File: src/rtl/load_unit_if.sv
// Data-memory read bus between load_unit (master) and memory (slave).
interface load_unit_if;
  logic        mem_req;
  logic [31:0] mem_addr;
  logic        mem_ready;
  logic [31:0] mem_rdata;

  modport master (output mem_req, mem_addr, input mem_ready, mem_rdata);
  modport slave  (input mem_req, mem_addr, output mem_ready, mem_rdata);
endinterface

File: src/rtl/load_unit.sv
// Multi-cycle LB/LH/LW/LBU/LHU load unit: one word-aligned read, then extend and write back.
// Optional LOAD_TIMEOUT_EN aborts a read that waits TIMEOUT_CYCLES without mem_ready.
module load_unit #(
  parameter int unsigned TIMEOUT_CYCLES = 15
) (
  input  logic        clk,
  input  logic        rst,
  input  logic        start,
  input  logic [31:0] instruction,
  input  logic [31:0] rs1,
  output logic        busy,
  load_unit_if.master mem,
  output logic        done,
  output logic [4:0]  rd_addr,
  output logic [31:0] rd_data,
  output logic        rd_we,
  output logic        misaligned,
  output logic        illegal
`ifdef LOAD_TIMEOUT_EN
  ,
  output logic        timeout
`endif
);

  localparam logic [1:0] S_IDLE = 2'd0;
  localparam logic [1:0] S_REQ  = 2'd1;
  localparam logic [1:0] S_RESP = 2'd2;

  logic [1:0]  state, state_n;
  logic [2:0]  f3_q, f3_n;
  logic [1:0]  off_q, off_n;
  logic        busy_n, mem_req_q, mem_req_n, done_n, rd_we_n, misaligned_n, illegal_n;
  logic [31:0] mem_addr_q, mem_addr_n, rd_data_n;
  logic [4:0]  rd_addr_n;

  // Decode of the incoming instruction, used only in IDLE
  logic [2:0]  f3_in;
  logic [31:0] ea_c;
  logic        valid_c, misal_c;
  logic        unused_rs1_field;

  assign f3_in   = instruction[14:12];
  assign ea_c    = rs1 + {{20{instruction[31]}}, instruction[31:20]};
  assign valid_c = (instruction[6:0] == 7'b0000011) &&
                   (f3_in inside {3'b000, 3'b001, 3'b010, 3'b100, 3'b101});
  assign misal_c = ((f3_in[1:0] == 2'b01) && ea_c[0]) ||
                   ((f3_in == 3'b010) && (ea_c[1:0] != 2'b00));
  assign unused_rs1_field = ^instruction[19:15];

  // Lane extraction from the returned word
  logic [7:0]  byte_c;
  logic [15:0] half_c;
  logic [31:0] load_c;

  assign byte_c = 8'(mem.mem_rdata >> {off_q, 3'b000});
  assign half_c = 16'(mem.mem_rdata >> {off_q[1], 4'b0000});

  always_comb begin
    case (f3_q)
      3'b000:  load_c = {{24{byte_c[7]}}, byte_c};
      3'b100:  load_c = {24'd0, byte_c};
      3'b001:  load_c = {{16{half_c[15]}}, half_c};
      3'b101:  load_c = {16'd0, half_c};
      default: load_c = mem.mem_rdata;
    endcase
  end

`ifdef LOAD_TIMEOUT_EN
  localparam int unsigned CNT_W = $clog2(TIMEOUT_CYCLES + 1);
  logic [CNT_W-1:0] cnt_q, cnt_n;
  logic             timeout_n;
`else
  localparam int unsigned unused_timeout = TIMEOUT_CYCLES;
`endif

  always_comb begin
    state_n      = state;
    f3_n         = f3_q;
    off_n        = off_q;
    mem_req_n    = 1'b0;
    mem_addr_n   = mem_addr_q;
    done_n       = 1'b0;
    rd_we_n      = 1'b0;
    misaligned_n = 1'b0;
    illegal_n    = 1'b0;
    rd_addr_n    = rd_addr;
    rd_data_n    = rd_data;
`ifdef LOAD_TIMEOUT_EN
    cnt_n        = cnt_q;
    timeout_n    = 1'b0;
`endif
    case (state)
      S_IDLE: begin
        if (start) begin
          f3_n      = f3_in;
          off_n     = ea_c[1:0];
          rd_addr_n = instruction[11:7];
          if (!valid_c || misal_c) begin
            state_n      = S_RESP;
            done_n       = 1'b1;
            rd_data_n    = 32'd0;
            illegal_n    = !valid_c;
            misaligned_n = valid_c;
          end else begin
            state_n    = S_REQ;
            mem_req_n  = 1'b1;
            mem_addr_n = {ea_c[31:2], 2'b00};
`ifdef LOAD_TIMEOUT_EN
            cnt_n      = '0;
`endif
          end
        end
      end
      S_REQ: begin
        mem_req_n = 1'b1;
        if (mem.mem_ready) begin
          state_n   = S_RESP;
          mem_req_n = 1'b0;
          done_n    = 1'b1;
          rd_we_n   = (rd_addr != 5'd0);
          rd_data_n = load_c;
        end
`ifdef LOAD_TIMEOUT_EN
        else if (cnt_q == CNT_W'(TIMEOUT_CYCLES - 1)) begin
          // Abort: report completion with no write-back
          state_n   = S_RESP;
          mem_req_n = 1'b0;
          done_n    = 1'b1;
          rd_data_n = 32'd0;
          timeout_n = 1'b1;
        end else begin
          cnt_n = cnt_q + CNT_W'(1);
        end
`endif
      end
      default: state_n = S_IDLE;
    endcase
    busy_n = (state_n != S_IDLE);
  end

  always_ff @(posedge clk) begin
    if (rst) begin
      state      <= S_IDLE;
      f3_q       <= 3'd0;
      off_q      <= 2'd0;
      busy       <= 1'b0;
      mem_req_q  <= 1'b0;
      mem_addr_q <= 32'd0;
      done       <= 1'b0;
      rd_we      <= 1'b0;
      misaligned <= 1'b0;
      illegal    <= 1'b0;
      rd_addr    <= 5'd0;
      rd_data    <= 32'd0;
`ifdef LOAD_TIMEOUT_EN
      cnt_q      <= '0;
      timeout    <= 1'b0;
`endif
    end else begin
      state      <= state_n;
      f3_q       <= f3_n;
      off_q      <= off_n;
      busy       <= busy_n;
      mem_req_q  <= mem_req_n;
      mem_addr_q <= mem_addr_n;
      done       <= done_n;
      rd_we      <= rd_we_n;
      misaligned <= misaligned_n;
      illegal    <= illegal_n;
      rd_addr    <= rd_addr_n;
      rd_data    <= rd_data_n;
`ifdef LOAD_TIMEOUT_EN
      cnt_q      <= cnt_n;
      timeout    <= timeout_n;
`endif
    end
  end

  assign mem.mem_req  = mem_req_q;
  assign mem.mem_addr = mem_addr_q;

endmodule

File: src/flat_wrapper.sv
// flat-port wrapper written by rule: the top's interface ports become plain ports
module load_unit_flat 
#(
  parameter int unsigned TIMEOUT_CYCLES = 15
)
  (clk, rst, start, instruction, rs1, busy, done, rd_addr, rd_data, rd_we, misaligned, illegal, mem_mem_req, mem_mem_addr, mem_mem_ready, mem_mem_rdata);
  load_unit_if mem_i ();
  input  logic clk;
  input  logic rst;
  input  logic start;
  input  logic [31:0] instruction;
  input  logic [31:0] rs1;
  output logic busy;
  output logic done;
  output logic [4:0] rd_addr;
  output logic [31:0] rd_data;
  output logic rd_we;
  output logic misaligned;
  output logic illegal;
  output wire logic [$bits(mem_i.mem_req)-1:0] mem_mem_req;
  output wire logic [$bits(mem_i.mem_addr)-1:0] mem_mem_addr;
  input wire logic [$bits(mem_i.mem_ready)-1:0] mem_mem_ready;
  input wire logic [$bits(mem_i.mem_rdata)-1:0] mem_mem_rdata;
  assign mem_mem_req = mem_i.mem_req;
  assign mem_mem_addr = mem_i.mem_addr;
  assign mem_i.mem_ready = mem_mem_ready;
  assign mem_i.mem_rdata = mem_mem_rdata;
  load_unit #(.TIMEOUT_CYCLES(TIMEOUT_CYCLES)) u_core (.clk(clk), .rst(rst), .start(start), .instruction(instruction), .rs1(rs1), .busy(busy), .mem(mem_i), .done(done), .rd_addr(rd_addr), .rd_data(rd_data), .rd_we(rd_we), .misaligned(misaligned), .illegal(illegal));
endmodule
File: config.mk
export PLATFORM = sky130hd
export DESIGN_NAME = load_unit_flat
export DESIGN_NICKNAME = d
export VERILOG_FILES = /design/src/rtl/load_unit_if.sv /design/src/rtl/load_unit.sv /design/src/flat_wrapper.sv
export SDC_FILE = /design/constraint.sdc
export NUM_CORES = 1
export LEC_CHECK = 0
export BUFFER_PORTS_ARGS = -buffer_cell sky130_fd_sc_hd__clkbuf_2
export CAP_MARGIN = 25
export CORE_AREA = 8 8 153 98
export CTS_BUF_LIST = sky130_fd_sc_hd__clkbuf_8
export CTS_CLUSTER_SIZE = 10
export DETAILED_ROUTE_END_ITERATION = 7
export DIE_AREA = 0 0 161 106
export GPL_ROUTABILITY_DRIVEN = 0
export HOLD_SLACK_MARGIN = 0.15
export PLACE_DENSITY = 0.66
export RECOVER_POWER = 50
export SETUP_SLACK_MARGIN = 0.1
export SLEW_MARGIN = 15
export SYNTH_ARGS = -nofsm -noshare
export SYNTH_HDL_FRONTEND = slang
export SYNTH_SLANG_ARGS = --single-unit
File: constraint.sdc
create_clock -name clk -period 3.15 [get_ports clk]
set_input_delay 0.63 -clock clk [delete_from_list [all_inputs] [get_ports clk]]
set_output_delay 0.63 -clock clk [all_outputs]
set_load 0.05 [all_outputs]
* Word-level counts from Yosys, hierarchy flattened
Index checks and enable logic that the tools add are counted.
Storage, ports and cells: input port bits 100, logic and storage cells 69, output and inout port bits 75, register bits 80
Cells by class: bitwise gates (word level) 5, equal/unequal tests 13, reductions and logical operators 19, shift operators 2, $add $sub $neg 1, mux-type cells 17
Operators by type and width (count):
- one-hot mux 32 bit (4 select lines) | 1
- two-way mux 32 bit | 3
- one-hot mux 32 bit (2 select lines) | 1
- adder 32 bit | 1
- right shift 32 x 5 -> 16 bit | 1
- right shift 32 x 5 -> 8 bit | 1
- equality test 3 bit (second input constant) | 4
- nonzero test 5 bit | 2
- equality test 7 x 2 -> 1 bit (second input constant) | 1
- equality test 3 x 1 -> 1 bit (second input constant) | 2
- logical NOT 3 bit | 2
- two-way mux 1 bit | 6
- two-way mux 2 bit | 3
- nonzero test 2 bit | 3
- NOT 1 bit | 5
- equality test 2 x 1 -> 1 bit (second input constant) | 2
- inequality test 2 bit (second input constant) | 2
- one-hot mux 1 bit (2 select lines) | 2
- one-hot mux 2 bit (2 select lines) | 1
- AND reduction 4 bit | 1
- OR reduction 4 bit | 1
- equality test 3 x 2 -> 1 bit (second input constant) | 1
- logical AND 1 bit | 3
- AND reduction 3 bit | 1
- other kinds (6) | 7

* Logic depth before layout (Yosys ltp)
depth in word-level cells 9, gate-level depth with buffers 12, depth with buffers taken out 11

* Worst setup path after synthesis
Ideal clock, no wire load.
kind input -> register, start input port instruction[20], end register u_core.mem_addr_q[11], in the netlist u_core.mem.mem_addr[11], setup slack 0.488 ns, data arrival time 2.587 ns, library setup time 0.075 ns, path buffers 1, data required time 3.075 ns, stages on the path 10, cell sequence ha_1 > inv_1 > fa_1 > nand2b_1 > a22oi_1 > nand4_1 > or2_0 > clkbuf_1 > or3_1 > a31oi_1
Between the ends: longest elaborated chain between the ends 7, elaborated cells between the ends (all ways) 8, those cells by class 1 x add/sub; 1 x bitwise; 6 x reduce/logical
Ends and longest elaborated chain:
- start, declared | RTL line flat_wrapper.sv:11 | input logic [31:0] instruction;
- adder 32 bit * | RTL line load_unit.sv:43 | assign ea_c = rs1 + {{20{instruction[31]}}, instruction[31:20]};
- nonzero test 2 bit | RTL line load_unit.sv:47 | ((f3_in == 3'b010) && (ea_c[1:0] != 2'b00));
- logical AND 1 bit | RTL line load_unit.sv:47
- logical OR 1 bit | RTL line load_unit.sv:46 | assign misal_c = ((f3_in[1:0] == 2'b01) && ea_c[0]) ||
- logical OR 1 bit | RTL line load_unit.sv:98 | if (!valid_c || misal_c) begin
- NOT 1 bit (no line)
- AND reduction 3 bit (no line)
- end signal, assigned | RTL line load_unit.sv:165 | mem_addr_q <= mem_addr_n;
- end, declared | RTL line load_unit.sv:33 | logic [31:0] mem_addr_q, mem_addr_n, rd_data_n;
Every way passes the cells marked *; elsewhere a longest branch is shown, timed or not. A chain may end at the register's enable or synchronous reset.

* Worst setup path after layout
Same ends and word-level chain as after synthesis.

==> flow_summary.json <==
{
  "floorplan.die_area_sq_mm": 0.0171,
  "drt-wirelength-per-cell_microns": 16.3,
  "worst_hold_path_type": "register to register",
  "clkSlewWorstSetupHoldPaths_ns": 0.09,
  "clock_tree.htree_level_count": 3,
  "power.total_mw": 2.41,
  "cts_repair_resize_count": 0,
  "synthCells": 656,
  "timing.clock.skew_ns": 0.0113,
  "yosys.area.top_type_share_pct": 32.2,
  "power.leakage_nw": 2.67,
  "min_period_over_period_pct": 84.9,
  "clock_insertion_delay_worst_skew_ns": 0.36,
  "post-cts-setup-buffers": 0,
  "grt_pass1_vias": 4816,
  "max_freq_mhz": 374,
  "n_antenna_cell": 0,
  "final.setup.tns_ns": 0,
  "cp_slowest_cell": "sky130_fd_sc_hd__fa_1",
  "synthesized_area_per_cell_sq_um": 7.57,
  "final-hold-violation-count": 0,
  "synth_cell_types": 62,
  "final_layout_size_suffix_gt1_share_pct": 19.0,
  "worstPathMaxFanout": 25,
  "ioPinCount": 175,
  "layout.area.seq_sq_mm": 0.00160,
  "detail_route.iter0.violations": 463,
  "tritoncts": "yes",
  "yosys.area.top_type": "sky130_fd_sc_hd__dfxtp_1",
  "vias": 5209,
  "multi_input_logic_area_sq_mm": 0.00319,
  "cts_hold_fix_bufs": 0,
  "floorplan.initialDensity_pct": 38.3,
  "fp.dieW_microns": 161,
  "avgViaCountPerCell": 5.22,
  "netlist_top_cells_area": "sky130_fd_sc_hd__dfxtp_1 (32%), sky130_fd_sc_hd__nand2_1 (11%), sky130_fd_sc_hd__ha_1 (7.8%), sky130_fd_sc_hd__a21oi_1 (7.0%), sky130_fd_sc_hd__o21ai_0 (4.8%)",
  "endpoint_kind": "register",
  "criticalPathCategory": "input pin to register",
  "rsz0062_at_grt": "no",
  "critical_path.cell_chain": "clkbuf_2 > ha_1 > inv_1 > fa_1 > nand2b_1 > a22oi_1 > nand4_1 > or2_0 > buf_12 > or3_1 > a31oi_1",
  "worst_ep_arrival_time_ns": 2.96,
  "slew_viol_final": 0,
  "status": "complete, no violations",
  "share_of_the_yosys_chip_area_belonging_to_registers_pct": 32.2,
  "initial_antenna_violation_count": 0,
  "ffs_latches_synth": 80,
  "placed_cell_area_sq_mm": 0.00603,
  "final_design_area_no_fill_sq_mm": 0.00613,
  "num-fill-cells": 1333,
  "synth_enable_flop_cells": 0,
  "post-synth-top-count-cell": "sky130_fd_sc_hd__nand2_1",
  "flow.area_growth_from_synthesis_pct": 23.4,
  "cts_made_buffers": 9,
  "maximum_cell_stage_delay_along_the_critical_path_ns": 0.53,
  "synth_common_cells": "sky130_fd_sc_hd__nand2_1 (152), sky130_fd_sc_hd__dfxtp_1 (80), sky130_fd_sc_hd__a21oi_1 (69), sky130_fd_sc_hd__o21ai_0 (48), sky130_fd_sc_hd__nor2_1 (36)",
  "layout.nets": 949,
  "slew_headroom_pct": 52.4,
  "ant_nets": 0,
  "globalRouteOverflowTotal": 0,
  "first_pass_iters": 5,
  "cts.root.buffer_cell": "sky130_fd_sc_hd__clkbuf_8",
  "port_buffers": 167,
  "timing.max_cap.violations": 0,
  "cp-start-kind": "input pin",
  "postRouteWirelength_mm": 16.2,
  "ir_worst_vdd_mv": 0.196,
  "cts-root-to-sink-buffers": 2,
  "finalCriticalPeriod_ns": 2.67,
  "hpwlAfterDp_mm": 12.7,
  "rows": 33,
  "clock_sink_count": 80,
  "timing.final.setup_violations": 0,
  "core_area_sq_mm": 0.0130,
  "synth.yosys.warnings": 0,
  "die_y_microns": 106,
  "route.detailed.drc": 0,
  "ys_async_sr_fraction_pct": 0,
  "grt_first_pass_wirelength_mm": 25.8,
  "synth_flop_cell": "sky130_fd_sc_hd__dfxtp_1",
  "global_route_total_usage_across_every_layer_pct": 18.4,
  "pin_count_of_the_biggest_net_entering_global_routing": 48,
  "tightest_slew_ns": 0.713,
  "pwr_density_cell_mw_per_mm2": 393,
  "worst-endpoint-required_ns": 3.43,
  "synth.cell_area_sq_mm": 0.00497
}
==> state kept, by name, indices dropped and copies added, names as in the netlist <==
name and cells:
u_core.mem.mem_addr 30, u_core.state 2, u_core.off_q 2, u_core.busy 1, u_core.illegal 1, u_core.f3_q 3
u_core.done 1, u_core.rd_addr 5, u_core.mem.mem_req 1, u_core.rd_we 1, u_core.rd_data 32, u_core.misaligned 1
==> per-stage QoR <==
step	hold slack [ns]	worst slack, ns	util [%]	instances
after global placement	0.424	0.127	46.5	981
after detailed placement	0.432	0.0731	46.5	981
after floorplan	0.462	0.488	-	657
after global routing	0.461	0.332	47.3	997
after CTS	0.444	0.469	47.9	997
final	0.439	0.476	47.3	997
==> metal layers <==
layer	GRT usage, %	wire length, microns	vias to the layer above
met1	29.1	8650	2344
met2	23.3	6060	213
li1	-	-	2644
met5	0	0	-
met4	3.49	103	0
met3	5.56	1420	8
==> worst max-delay path, delay by kind of cell <==
kind | cells | cell delay, ns
buffers and inverters | 3 | 0.32
AO/OA/AOI/OAI | 2 | 0.37
AND/OR/NAND/NOR | 4 | 0.93
adder cells (fa/ha/maj) | 2 | 0.69
==> logic make-up after synthesis <==
kind of cell,after synthesis,share of synthesized area [%]
AOI/OAI and AO/OA,202,25.7
xor gates and xnor gates,22,3.88
adders and majority gates,32,8.21
buffers and inverters,43,3.55
DFF,80,32.2
muxes,15,3.42
other,1,0.0755
and+or+nand+nor,261,22.9
==> worst paths after layout <==
path | cells after the start | to | slack, ns | startpoint
max | 11 | u_core.mem.mem_addr[11] | 0.48 | instruction[20]
min | 2 | u_core.rd_data[29] | 0.44 | u_core.rd_data[29]
max reg2reg | 6 | u_core.rd_data[17] | 1.07 | u_core.off_q[1]
min reg2reg | 2 | u_core.rd_data[29] | 0.44 | u_core.rd_data[29]
==> final cells by class <==
cell class	instances	share of cell area, %
timing repair buffer	182	14.6
clock inverter	6	0.816
tap	175	3.57
multi-input combinational	534	52.1
inverter	10	0.612
clock buffer	10	2.24
sequential	80	26.1
==> where the power goes <==
part           internal (mW)  switching [mW]  leakage, nW
Combinational          0.249           0.377         1.93
Clock                  0.318           0.434       0.0899
Sequential              1.02          0.0111        0.647
Total                   1.59           0.822         2.67
==> cells in the final DEF, fill, tap and decap left out, types with 4 or more instances in the layout <==
cell / count
sky130_fd_sc_hd__buf_4: 13
sky130_fd_sc_hd__nor2_1: 36
sky130_fd_sc_hd__ha_1: 31
sky130_fd_sc_hd__a21oi_1: 69
sky130_fd_sc_hd__xor2_1: 12
sky130_fd_sc_hd__nand4_1: 6
sky130_fd_sc_hd__o21ai_0: 48
sky130_fd_sc_hd__dfxtp_1: 80
sky130_fd_sc_hd__a211oi_2: 4
sky130_fd_sc_hd__nand2b_1: 10
sky130_fd_sc_hd__nor2b_1: 6
sky130_fd_sc_hd__clkbuf_8: 10
sky130_fd_sc_hd__nor3b_1: 4
sky130_fd_sc_hd__nor3_1: 18
sky130_fd_sc_hd__a21o_1: 19
sky130_fd_sc_hd__nand3_1: 11
sky130_fd_sc_hd__nand2_1: 152
sky130_fd_sc_hd__a31oi_1: 13
sky130_fd_sc_hd__mux2_2: 5
sky130_fd_sc_hd__o211ai_1: 5
sky130_fd_sc_hd__mux2i_1: 8
sky130_fd_sc_hd__xnor2_1: 10
sky130_fd_sc_hd__clkbuf_1: 64
sky130_fd_sc_hd__clkbuf_2: 103
sky130_fd_sc_hd__o221ai_1: 8
sky130_fd_sc_hd__inv_1: 10
Power figures use the tool's default switching activity.
